[src/rtl/issue_scoreboard_pkg.sv]
// Shared issue-stage definitions: pipe indices, default sizes and latencies,
// and the ID-to-issue request bundle.
package issue_scoreboard_pkg;

  localparam int SB_NUM_REGS  = 32;
  localparam int SB_REG_W     = $clog2(SB_NUM_REGS);
  localparam int SB_NUM_PIPES = 2;
  localparam int SB_MAX_LAT   = 7;

  localparam int EXE_PIPE_ALU_BIT = 0;
  localparam int EXE_PIPE_LSU_BIT = 1;

  // Entry p (4 bits each) is cycles from dispatch-register load to WB for pipe p.
  localparam logic [SB_NUM_PIPES*4-1:0] SB_PIPE_LAT = {4'd3, 4'd1};

  typedef struct packed {
    logic                    valid;
    logic [SB_NUM_PIPES-1:0] pipe;
    logic [SB_REG_W-1:0]     rd;
    logic [SB_REG_W-1:0]     a1;
    logic [SB_REG_W-1:0]     a2;
    logic                    use_a1;
    logic                    use_a2;
    logic                    reg_write;
  } issue_req_t;

endpackage

[src/rtl/issue_scoreboard_wb_slot_tracker.sv]
// Write-back port reservation calendar: slot[k] means a WB is booked k cycles from now.
// One-cycle update; a reservation at lat lands in slot[lat] and shifts down each cycle.
module issue_scoreboard_wb_slot_tracker #(
  parameter int MAX_LAT = 7
) (
  input  logic               clk,
  input  logic               rst,
  input  logic               reserve,
  input  logic [3:0]         lat,
  output logic [MAX_LAT+1:1] slot
);

  logic [MAX_LAT+1:1] slot_nxt;

  always_comb begin
    slot_nxt = '0;
    for (int k = 1; k <= MAX_LAT; k++) begin
      slot_nxt[k] = slot[k+1];
    end
    for (int k = 1; k <= MAX_LAT + 1; k++) begin
      if (reserve && (int'(lat) == k)) begin
        slot_nxt[k] = 1'b1;
      end
    end
  end

  always_ff @(posedge clk or posedge rst) begin
    if (rst) begin
      slot <= '0;
    end else begin
      slot <= slot_nxt;
    end
  end

endmodule

[src/rtl/issue_scoreboard.sv]
// Single-issue stage: RAW/WAW, structural and WB-port hazard checks, one registered dispatch per cycle.
// Optional SCOREBOARD_WB_BYPASS_EN lets a same-cycle WB clear satisfy RAW/WAW checks.
module issue_scoreboard
  import issue_scoreboard_pkg::*;
#(
  parameter int                     NUM_REGS  = SB_NUM_REGS,
  parameter int                     NUM_PIPES = SB_NUM_PIPES,
  parameter int                     MAX_LAT   = SB_MAX_LAT,
  parameter logic [NUM_PIPES*4-1:0] PIPE_LAT  = SB_PIPE_LAT
) (
  input  logic                        clk,
  input  logic                        rst,
  input  logic                        flush,
  input  logic                        id_valid,
  input  logic [NUM_PIPES-1:0]        id_pipe,
  input  logic [$clog2(NUM_REGS)-1:0] id_rd,
  input  logic [$clog2(NUM_REGS)-1:0] id_a1,
  input  logic [$clog2(NUM_REGS)-1:0] id_a2,
  input  logic                        id_use_a1,
  input  logic                        id_use_a2,
  input  logic                        id_reg_write,
  input  logic [NUM_PIPES-1:0]        pipe_ready,
  input  logic                        wb_en,
  input  logic [$clog2(NUM_REGS)-1:0] wb_rd,
  output logic                        issue_ready,
  output logic [NUM_PIPES-1:0]        disp_valid,
  output logic [$clog2(NUM_REGS)-1:0] disp_rd,
  output logic [NUM_REGS-1:0]         sb_pending
);

  logic [NUM_REGS-1:0] pending;
  logic [NUM_REGS-1:0] pend_chk;
  logic [NUM_REGS-1:0] clr;
  logic [NUM_REGS-1:0] set;
  logic [MAX_LAT+1:1]  slot;
  logic [3:0]          sel_lat;
  logic                wr;
  logic                raw_haz;
  logic                waw_haz;
  logic                struct_haz;
  logic                wb_busy;
  logic                fire;

  // id_pipe is one-hot, so OR-ing the latency fields selects the target pipe's latency.
  always_comb begin
    sel_lat = '0;
    for (int p = 0; p < NUM_PIPES; p++) begin
      if (id_pipe[p]) begin
        sel_lat = sel_lat | PIPE_LAT[p*4 +: 4];
      end
    end
  end

  // Dispatch register adds one cycle, so this instruction's WB lands at slot[L+1].
  always_comb begin
    wb_busy = 1'b0;
    for (int k = 1; k <= MAX_LAT + 1; k++) begin
      if (k == int'(sel_lat) + 1) begin
        wb_busy = slot[k];
      end
    end
  end

  assign clr = wb_en ? (NUM_REGS'(1) << wb_rd) : '0;

`ifdef SCOREBOARD_WB_BYPASS_EN
  assign pend_chk = pending & ~clr;
`else
  assign pend_chk = pending;
`endif

  assign wr          = id_reg_write && (id_rd != '0);
  assign raw_haz     = (id_use_a1 && pend_chk[id_a1]) || (id_use_a2 && pend_chk[id_a2]);
  assign waw_haz     = wr && pend_chk[id_rd];
  assign struct_haz  = |(id_pipe & ~pipe_ready);
  assign issue_ready = !(raw_haz || waw_haz || struct_haz || (wr && wb_busy));
  assign fire        = id_valid && issue_ready && !flush;
  assign set         = (fire && wr) ? (NUM_REGS'(1) << id_rd) : '0;

  always_ff @(posedge clk or posedge rst) begin
    if (rst) begin
      pending    <= '0;
      disp_valid <= '0;
      disp_rd    <= '0;
    end else begin
      pending    <= (pending & ~clr) | set;
      disp_valid <= fire ? id_pipe : '0;
      if (fire) begin
        disp_rd <= id_rd;
      end
    end
  end

  assign sb_pending = pending;

  issue_scoreboard_wb_slot_tracker #(
    .MAX_LAT (MAX_LAT)
  ) u_wb_slot_tracker (
    .clk     (clk),
    .rst     (rst),
    .reserve (fire && wr),
    .lat     (sel_lat),
    .slot    (slot)
  );

  a_pipe_onehot: assert property (@(posedge clk) disable iff (rst) id_valid |-> $onehot(id_pipe));

endmodule

[config.mk]
export PLATFORM = sky130hd
export DESIGN_NAME = issue_scoreboard
export DESIGN_NICKNAME = d
export VERILOG_FILES = /design/src/rtl/issue_scoreboard_pkg.sv /design/src/rtl/issue_scoreboard_wb_slot_tracker.sv /design/src/rtl/issue_scoreboard.sv
export SDC_FILE = /design/constraint.sdc
export NUM_CORES = 1
export LEC_CHECK = 0
export ABC_AREA = 1
export CORE_MARGIN = 8
export CORE_UTILIZATION = 70
export CTS_BUF_LIST = sky130_fd_sc_hd__clkbuf_4 sky130_fd_sc_hd__clkbuf_8
export DETAILED_ROUTE_END_ITERATION = 10
export DONT_BUFFER_PORTS = 1
export GPL_TIMING_DRIVEN = 0
export PLACE_DENSITY_LB_ADDON = 0.25
export SLEW_MARGIN = 20
export SYNTH_ARGS = -nofsm -noshare
export SYNTH_HDL_FRONTEND = slang
export SYNTH_HIERARCHICAL = 1
export SYNTH_SLANG_ARGS = --single-unit
[constraint.sdc]
create_clock -name clk -period 8.55 [get_ports clk]
set_input_delay 2.565 -clock clk [delete_from_list [all_inputs] [get_ports clk]]
set_output_delay 2.565 -clock clk [all_outputs]
set_load 0.005 [all_outputs]
==> out/metrics.csv, run 1 <==
stage,metric,value,unit
synthesis,Avg Inst Size Synth,6.49,um^2
worst_setup_path,reg2reg end,u_wb_slot_tracker/slot[2],
worst_setup_path,worst-path fanout max,10,
synthesis,"Seq/Total Area, Yosys",35.2,%
timing,final setup violation count,0,
worst_setup_path,reg2reg path depth,14,
clocking,CTS buffer count,5,
global_route,initial antenna violation count,0,
timing,Max Fclk,0.152,GHz
routing,DRC viols,0,
clocking,CTS Buffer Depth,2,
die,num ports,72,
global_route,first-pass GRT wire length,17.9,mm
routing,Via Count,3793,
cells_and_area,nets,560,
placed_design,HPWL after DPL,8.36,mm
die,Row Count,25,
worst_setup_path,CP max stage delay,0.23,ns
clocking,clock tree root buffer cell,clkbuf_8,
worst_hold_path,Hold WC Path Type,register to register,
synthesis,Post-synth ARST share,100,%
synthesis,post-synth top area cell,dfrtp_1,
clocking,CTS H-tree lvls,2,
synthesis,count of state elements after synthesis,47,
synthesis,post-synth cell types,30,
worst_hold_path,Hold Crit Endpoint,u_wb_slot_tracker/slot[5],
worst_setup_path,CP startpoint kind,primary input,
global_route,total grt overflow,0,
timing,"Slew Viols, Final",0,
cells_and_area,Filler cells,413,
timing,relative slew slack,60.7,%
placed_design,IO buf count,0,
die,die height,85.1,um
cells_and_area,final core area utilization,75.9,%
timing,Tcrit/Tclk final,76.8,%
worst_setup_path,crit path DAT,4.00,ns
cells_and_area,Area Overhead vs Synth,5.84,%
worst_setup_path,CP Data Required Time,5.99,ns
worst_setup_path,most frequent cell on the critical path,nand3_1,
worst_hold_path,Hold Path Stages,1,
cells_and_area,final instance area,3540,um^2
worst_hold_path,Worst Min Path Start,u_wb_slot_tracker/slot[6],
clocking,Skew-Pair Late Insertion Delay,0.31,ns
timing,hold violation count in the final report,0,
timing,Sum Neg Setup Slack,0,ns
routing,initial DRC count,463,
synthesis,top_reg_cell synth,dfrtp_1,
timing,clk_skew,0.0111,ns
synthesis,synth warn,6,
timing,post-layout minimum cycle time,6.56,ns
clocking,CTS tree,built,
synthesis,most common cell in the netlist,nand2_1,
cells_and_area,# diodes,0,
cells_and_area,share of layout cells above drive strength 1,9.26,%
die,Die W,85.1,um
power_and_ir_drop,Max VDD drop,0.110,mV
global_route,largest net degree at the start of global routing,37,
worst_setup_path,slack of the worst reg-to-reg path,6.26,ns
power_and_ir_drop,pwr/cell area,140,nW/um^2
status,outcome,finished clean,
global_route,vias in the first global route,3564,
routing,post-route ant nets,0,
job,Max-Cap Viols,0,
timing,Slew @ Worst Pin,0.590,ns
power_and_ir_drop,static leakage,1.74,nW
clocking,CTS resizes,0,
worst_setup_path,Crit Reg-Reg Startpoint,sb_pending[15],
clocking,Sink Count,47,
worst_setup_path,WS Path Type,primary input to output pin,
synthesis,top cell type's share of synthesized area,35.2,%
clocking,buffer count from post-CTS setup fixing,0,
timing,RSZ-0062 raised after global routing,no,
routing,vias per inst,6.51,
worst_setup_path,CP cell instances,"buf_2, inv_1, nand3_1, nand3_1, nand2_1, nand2_1, nand3_1, nand3_1, nand3_2, nor2_4, buf_4",
clocking,cts hold-fix bufs,0,
synthesis,ranking of synthesized cells by area,"dfrtp_1 (35%), nand2_1 (23%), nand3_1 (12%)",
routing,WL/cell,19.4,um
synthesis,Post-synth EDFFs,0,
die,Die Area,7250,um^2
synthesis,Post-Synthesis Cells,515,
worst_setup_path,CP Capture Type,output pin,
routing,DRT Pass-1 Iters,5,
die,core area,4660,um^2
worst_setup_path,"slowest stage cell, crit path",buf_4,
global_route,Overall Global Routing Usage,31.3,%
placed_design,Placed Area,3450,um^2
synthesis,Synth top cells by count,"nand2_1 (207), nand3_1 (80), dfrtp_1 (47)",
clocking,Clock transition at path regs,0.08,ns
die,Starting Density,71.8,%
synthesis,mapped cell area,3340,um^2
routing,final WL,11.3,mm
placed_design,RePlAce Congestion,0.963,
layout make-up:
class                   instances  area, um^2  area share (%)
multi-input cells             409        1870            52.9
flip-flops and latches         47        1180            33.2
plain buffers                  26         169            4.77
inverters                      38         145            4.10
clock buffers                   6        76.3            2.16
well taps                      54        67.6            1.91
repair buffers                  1        20.0           0.566
clock inverters                 2        12.5           0.353
cell families (layout without fill, tap and decap cells):
logic type	after synthesis	count (layout)	share of synthesized area (%)
and+or+nand+nor	348	348	45.1
buffers and inverters	64	73	9.39
AOI/OAI and AO/OA	55	55	10.2
DFF	47	47	35.2
other	1	6	0.112
worst max-delay path: cells and delay by family:
kind | cells | cell delay, ns
buf+inv | 3 | 0.61
simple gates | 8 | 0.81
cells in the final DEF, fill, tap and decap left out, drive strengths merged:
cell type	n
clkbuf	14
nor2	27
nand4	22
o21a	1
dfrtp	47
conb	6
buf	19
nand3	82
o21bai	4
o22ai	1
nand3b	2
nor4	1
clkinv	2
nor3	6
clkinvlp	1
a21oi	2
o221ai	1
nand2	208
o21ai	46
inv	37
report_power, final:
| part | switching, mW | leakage, nW | total (mW) | internal, mW |
|---|---|---|---|---|
| combinational | 0.0662 | 1.05 | 0.0972 | 0.0310 |
| sequential | 0.0234 | 0.645 | 0.260 | 0.236 |
| clock | 0.0786 | 0.0446 | 0.139 | 0.0605 |
| total | 0.168 | 1.74 | 0.496 | 0.328 |
through the flow:
step | setup WS [ns] | hold slack (ns) | total power, mW | cells
final | 1.99 | 0.454 | 0.496 | 583
after global routing | 1.84 | 0.467 | 0.514 | 583
after CTS | 2.02 | 0.455 | 0.491 | 583
after detailed placement | 2.03 | 0.436 | 0.358 | 575
after global placement | 2.04 | 0.421 | 0.354 | 574
after floorplan | 2.29 | 0.409 | 0.327 | 520
state kept, by name, indices dropped and copies added, names as in the netlist:
name / flops
u_wb_slot_tracker/slot: 8
disp_valid: 2
sb_pending: 32
disp_rd: 5
per-layer routing:
metal	global-route usage [%]	wire, um	up-vias
li1	-	-	1710
met1	38.4	4050	1724
met2	48.4	5120	286
met3	8.11	1540	73
met4	18.3	586	0
met5	0	0	-
how the worst max path moves through the flow:
stage	startpoint	to	cells past startpoint
after CTS	id_a1[1]	issue_ready	11
after detailed placement	id_a1[1]	issue_ready	11
after global routing	id_a1[1]	issue_ready	11
after global placement	id_a1[1]	issue_ready	11
after floorplan	id_a1[0]	issue_ready	12
final	id_a1[1]	issue_ready	11
Note: power is estimated with default switching activity, not from simulation.
==> run 2: changes to the inputs <==
--- a/config.mk
+++ b/config.mk
@@ -7,7 +7,7 @@
 export LEC_CHECK = 0
 export ABC_AREA = 1
 export CORE_MARGIN = 8
-export CORE_UTILIZATION = 70
+export CORE_UTILIZATION = 60
 export CTS_BUF_LIST = sky130_fd_sc_hd__clkbuf_4 sky130_fd_sc_hd__clkbuf_8
 export DETAILED_ROUTE_END_ITERATION = 10
 export DONT_BUFFER_PORTS = 1
==> constraint.sdc (replaced) <==
create_clock -name clk -period 6 [get_ports clk]
set_input_delay 1.8 -clock clk [delete_from_list [all_inputs] [get_ports clk]]
set_output_delay 1.8 -clock clk [all_outputs]
set_load 0.005 [all_outputs]
==> out/metrics.csv, run 2 (synthesized netlist as in run 1, its figures left out) <==
stage,metric,value,unit
status,outcome,finished clean,
power_and_ir_drop,Max VDD drop,0.113,mV
worst_setup_path,"slowest stage cell, crit path",inv_1,
routing,final WL,11.5,mm
cells_and_area,max reg flops,32,
worst_setup_path,slack of the worst reg-to-reg path,3.72,ns
worst_setup_path,CP Data Required Time,4.20,ns
worst_setup_path,most frequent cell on the critical path,nand3_1,
clocking,CTS H-tree lvls,2,
cells_and_area,area of the multi-input gates,1870,um^2
timing,relative slew slack,63.1,%
global_route,Overall Global Routing Usage,27.6,%
timing,"Slew Viols, Final",0,
cells_and_area,share of layout cells above drive strength 1,9.26,%
routing,post-route ant nets,0,
power_and_ir_drop,pwr/cell area,218,nW/um^2
timing,hold violation count in the final report,0,
cells_and_area,Filler cells,505,
global_route,vias in the first global route,3459,
global_route,first-pass GRT wire length,18.2,mm
power_and_ir_drop,total power,0.788,mW
timing,Tcrit/Tclk final,84.2,%
die,Die W,90.7,um
placed_design,RePlAce Congestion,0.978,
timing,post-layout minimum cycle time,5.05,ns
placed_design,IO buf count,0,
cells_and_area,register area,1180,um^2
cells_and_area,"commonest non-fill, non-tap cell in the layout",nand2_1,
worst_setup_path,CP max stage delay,0.22,ns
routing,Via Count,3643,
worst_setup_path,Crit Reg-Reg Startpoint,sb_pending[13],
power_and_ir_drop,static leakage,1.76,nW
clocking,CTS Buffer Depth,2,
timing,Slew @ Worst Pin,0.553,ns
worst_setup_path,CP Capture Type,output pin,
die,die height,90.7,um
power_and_ir_drop,Flop pwr share,47.1,%
routing,vias per inst,6.06,
timing,final setup violation count,0,
cells_and_area,Area Overhead vs Synth,7.93,%
die,Die Area,8220,um^2
power_and_ir_drop,clock share of power,35.5,%
routing,initial DRC count,363,
global_route,total grt overflow,0,
clocking,CTS buffer count,5,
clocking,Sink Count,47,
timing,Sum Neg Setup Slack,0,ns
clocking,cts hold-fix bufs,0,
power_and_ir_drop,cell internal pwr,0.552,mW
worst_hold_path,Hold Crit Endpoint,u_wb_slot_tracker/slot[5],
timing,clk_skew,0.00933,ns
die,num ports,72,
die,Starting Density,61.5,%
worst_setup_path,reg2reg path depth,14,
die,Row Count,27,
die,core area,5440,um^2
timing,RSZ-0062 raised after global routing,no,
worst_setup_path,WS Path Type,primary input to output pin,
worst_setup_path,CP cell instances,"buf_2, inv_1, nand3_1, nand3_1, nand2_1, nand2_1, nand3_1, nand3_1, nand3_2, nor2_4, buf_4",
clocking,Skew-Pair Late Insertion Delay,0.30,ns
worst_setup_path,crit path DAT,3.25,ns
power_and_ir_drop,power share of the combinational group,17.4,%
routing,WL/cell,19.1,um
worst_hold_path,Hold WC Path Type,register to register,
cells_and_area,# diodes,0,
clocking,clock tree root buffer cell,clkbuf_8,
clocking,Clock transition at path regs,0.09,ns
power_and_ir_drop,Net Sw Frac,29.9,%
timing,Max Fclk,0.198,GHz
cells_and_area,nets,560,
routing,DRT Pass-1 Iters,5,
placed_design,HPWL after DPL,8.65,mm
routing,DRC viols,0,
cells_and_area,"commonest non-fill, non-tap cells in the layout","nand2_1 (207), nand3_1 (80), dfrtp_1 (47), o21ai_0 (34), inv_1 (32)",
clocking,buffer count from post-CTS setup fixing,0,
clocking,CTS resizes,0,
worst_hold_path,Hold Path Stages,1,
worst_setup_path,reg2reg end,u_wb_slot_tracker/slot[1],
worst_hold_path,Worst Min Path Start,u_wb_slot_tracker/slot[6],
clocking,CTS tree,built,
worst_setup_path,CP startpoint kind,primary input,
worst_setup_path,worst-path fanout max,10,
global_route,initial antenna violation count,0,
job,Max-Cap Viols,0,
power_and_ir_drop,Sw Pwr,0.236,mW
global_route,largest net degree at the start of global routing,36,
run 2: changes by cell type in the layout (fill, tap and decap cells not counted):
cell,delta
clkinv_2,-1
clkinvlp_4,-1
bufinv_16,+2
run 2: cell type report:
type / count / area share [%]
Tap cell: 72 / 2.50
Buffer: 26 / 4.68
Inverter: 38 / 4.02
Sequential cell: 47 / 32.6
Clock inverter: 2 / 1.66
Timing Repair Buffer: 1 / 0.555
Multi-Input combinational cell: 409 / 51.9
Clock buffer: 6 / 2.11
run 2: worst max-delay path by stage:
stage | start | end | depth (start not counted)
3_3_place_gp | id_a1[1] | issue_ready | 11
5_1_grt | id_a1[1] | issue_ready | 11
4_1_cts | id_a1[1] | issue_ready | 11
2_1_floorplan | id_a1[0] | issue_ready | 12
3_5_place_dp | id_a1[1] | issue_ready | 11
6_report | id_a1[1] | issue_ready | 11
run 2: routing by layer:
| metal | global-route usage, % | vias up | routed length (um) | part of all wire (%) |
|---|---|---|---|---|
| met1 | 32.9 | 1696 | 4530 | 39 |
| li1 | - | 1714 | - | - |
| met5 | 0 | - | 0 | 0 |
| met4 | 11.9 | 0 | 388 | 3.4 |
| met3 | 6.82 | 34 | 1070 | 9.3 |
| met2 | 45.9 | 199 | 5490 | 48 |
run 2: power by group through the flow:
stage                     Combinational [mW]  Sequential, mW  Clock, mW
after floorplan                        0.105           0.361          0
after global placement                 0.129           0.376          0
after detailed placement               0.134           0.377          0
after CTS                              0.135           0.371      0.281
after global routing                   0.153           0.372      0.292
final                                  0.137           0.371      0.280
run 2: critical path, delay by kind of cell:
kind	cells	cell delay (ns)
buffers and inverters	3	0.60
AND/OR/NAND/NOR	8	0.84
run 2: through the flow:
| step | instances | hold slack [ns] | util (%) | instance area (um^2) | worst slack [ns] |
|---|---|---|---|---|---|
| after detailed placement | 593 | 0.435 | 63.9 | 3470 | 0.980 |
| after global routing | 601 | 0.472 | 66.4 | 3610 | 0.833 |
| after CTS | 601 | 0.459 | 66.4 | 3610 | 0.974 |
| after floorplan | 520 | 0.409 | - | 3360 | 1.27 |
| final | 601 | 0.470 | 66.4 | 3610 | 0.946 |
| after global placement | 592 | 0.425 | 63.5 | 3450 | 1.01 |
==> run 3: changes to the inputs <==
--- a/config.mk
+++ b/config.mk
@@ -7,7 +7,7 @@
 export LEC_CHECK = 0
 export ABC_AREA = 1
 export CORE_MARGIN = 8
-export CORE_UTILIZATION = 60
+export CORE_UTILIZATION = 67
 export CTS_BUF_LIST = sky130_fd_sc_hd__clkbuf_4 sky130_fd_sc_hd__clkbuf_8
 export DETAILED_ROUTE_END_ITERATION = 10
 export DONT_BUFFER_PORTS = 1
==> constraint.sdc (replaced) <==
create_clock -name clk -period 4.8 [get_ports clk]
set_input_delay 1.44 -clock clk [delete_from_list [all_inputs] [get_ports clk]]
set_output_delay 1.44 -clock clk [all_outputs]
set_load 0.005 [all_outputs]
==> out/metrics.csv, run 3 (synthesized netlist as in run 1, its figures left out) <==
stage,metric,value,unit
status,outcome,finished clean,
die,Die Area,7510,um^2
power_and_ir_drop,Max VDD drop,0.199,mV
placed_design,Placed Area,3450,um^2
global_route,Overall Global Routing Usage,28.6,%
timing,Sum Neg Setup Slack,0,ns
global_route,total grt overflow,0,
timing,post-layout minimum cycle time,4.27,ns
worst_setup_path,CP max stage delay,0.23,ns
clocking,CTS buffer count,5,
worst_setup_path,CP Launch Point,id_a1[1],
placed_design,IO buf count,0,
global_route,vias in the first global route,3199,
power_and_ir_drop,total power,0.883,mW
cells_and_area,nets,559,
timing,final setup violation count,0,
timing,Slew @ Worst Pin,0.810,ns
timing,RSZ-0062 raised after global routing,no,
cells_and_area,final instance area,3540,um^2
die,core area,4750,um^2
worst_hold_path,Hold WC Path Type,register to register,
placed_design,RePlAce Congestion,1.04,
routing,DRT Pass-1 Iters,5,
clocking,Skew-Pair Late Insertion Delay,0.31,ns
worst_setup_path,reg2reg path depth,14,
worst_setup_path,CP endpoint,issue_ready,
timing,Tcrit/Tclk final,89.0,%
power_and_ir_drop,pwr/cell area,249,nW/um^2
routing,initial DRC count,349,
cells_and_area,share of layout cells above drive strength 1,9.09,%
routing,post-route ant nets,0,
worst_setup_path,CP Data Required Time,3.36,ns
global_route,initial antenna violation count,0,
timing,Final WS setup,0.528,ns
global_route,first-pass GRT wire length,16.6,mm
clocking,CTS tree,built,
die,num ports,72,
worst_setup_path,crit path DAT,2.83,ns
clocking,clock tree root buffer cell,clkbuf_8,
worst_setup_path,reg2reg end,u_wb_slot_tracker/slot[1],
die,die height,86.7,um
cells_and_area,Area Overhead vs Synth,5.95,%
worst_setup_path,slack of the worst reg-to-reg path,2.60,ns
worst_setup_path,most frequent cell on the critical path,nand3_1,
routing,WL/cell,18.2,um
cells_and_area,max reg flops,32,
worst_setup_path,CP cell instances,"buf_2, inv_1, nand3_1, nand3_1, nand2_1, nand2_1, nand3_1, nand3_1, nand3_2, nor2_4, buf_4",
clocking,CTS H-tree lvls,2,
timing,Max Fclk,0.234,GHz
timing,Hold WS,0.441,ns
die,Row Count,25,
worst_setup_path,worst-path fanout max,10,
routing,Via Count,3653,
timing,clk_skew,0.0135,ns
clocking,buffer count from post-CTS setup fixing,0,
cells_and_area,final core area utilization,74.5,%
worst_setup_path,Crit Reg-Reg Startpoint,sb_pending[15],
timing,"Slew Viols, Final",0,
worst_setup_path,WS Path Type,primary input to output pin,
cells_and_area,"commonest non-fill, non-tap cells in the layout","nand2_1 (207), nand3_1 (80), dfrtp_1 (47), o21ai_0 (34), inv_1 (32)",
job,Max-Cap Viols,0,
routing,DRC viols,0,
clocking,Sink Count,47,
clocking,CTS resizes,0,
timing,hold violation count in the final report,0,
routing,final WL,10.8,mm
global_route,largest net degree at the start of global routing,40,
clocking,CTS Buffer Depth,2,
clocking,cts hold-fix bufs,0,
cells_and_area,"commonest non-fill, non-tap cell in the layout",nand2_1,
clocking,Clock transition at path regs,0.09,ns
die,Starting Density,70.3,%
worst_setup_path,"slowest stage cell, crit path",inv_1,
worst_setup_path,CP Capture Type,output pin,
cells_and_area,# diodes,0,
placed_design,pre-CTS WS,0.540,ns
worst_setup_path,CP startpoint kind,primary input,
cells_and_area,Final Non-Filler Cells,595,
die,Die W,86.7,um
placed_design,dpl cells,587,
power_and_ir_drop,static leakage,1.74,nW
timing,relative slew slack,45.9,%
routing,vias per inst,6.14,
placed_design,HPWL after DPL,8.29,mm
==> run 3: cell types whose count changed in the layout (fill, tap and decap cells not counted), sizes merged <==
| cell | delta |
|---|---|
| clkinv | +1 |
| inv | +1 |
| bufinv | -2 |
| buf | -1 |
==> run 3: worst min-delay path by stage <==
stage                              startpoint                         to  slack, ns  cells past startpoint
floorplan           u_wb_slot_tracker/slot[3]  u_wb_slot_tracker/slot[2]       0.41                      2
detailed placement  u_wb_slot_tracker/slot[5]  u_wb_slot_tracker/slot[4]       0.43                      1
global placement    u_wb_slot_tracker/slot[3]  u_wb_slot_tracker/slot[2]       0.42                      2
finish              u_wb_slot_tracker/slot[6]  u_wb_slot_tracker/slot[5]       0.44                      1
CTS                 u_wb_slot_tracker/slot[5]  u_wb_slot_tracker/slot[4]       0.45                      1
global route        u_wb_slot_tracker/slot[3]  u_wb_slot_tracker/slot[2]       0.47                      2
==> run 3: layout make-up <==
type | count | area, um^2
plain buffers | 26 | 169
clock buffers | 6 | 82.6
clock inverters | 2 | 13.8
fillers | 412 | 1210
inverters | 38 | 145
multi-input cells | 409 | 1870
flip-flops and latches | 47 | 1180
well taps | 67 | 83.8
==> run 3: worst max-delay path: cells and delay by family <==
family | cells | cell delay [ns]
buffers and inverters | 3 | 0.62
and+or+nand+nor | 8 | 0.78
==> run 3: power by group <==
group / switching [mW] / internal, mW / total [mW]
Sequential: 0.0408 / 0.421 / 0.462
Combinational: 0.116 / 0.0535 / 0.169
Clock: 0.134 / 0.118 / 0.252
Total: 0.291 / 0.593 / 0.883
==> run 3: routing by layer <==
metal / vias up / global-route usage, % / part of all wire (%)
li1: 1710 / - / -
met1: 1637 / 35.8 / 38
met2: 258 / 44.2 / 44
met3: 48 / 8.98 / 14
met4: 0 / 12.2 / 3.6
met5: - / 0 / 0
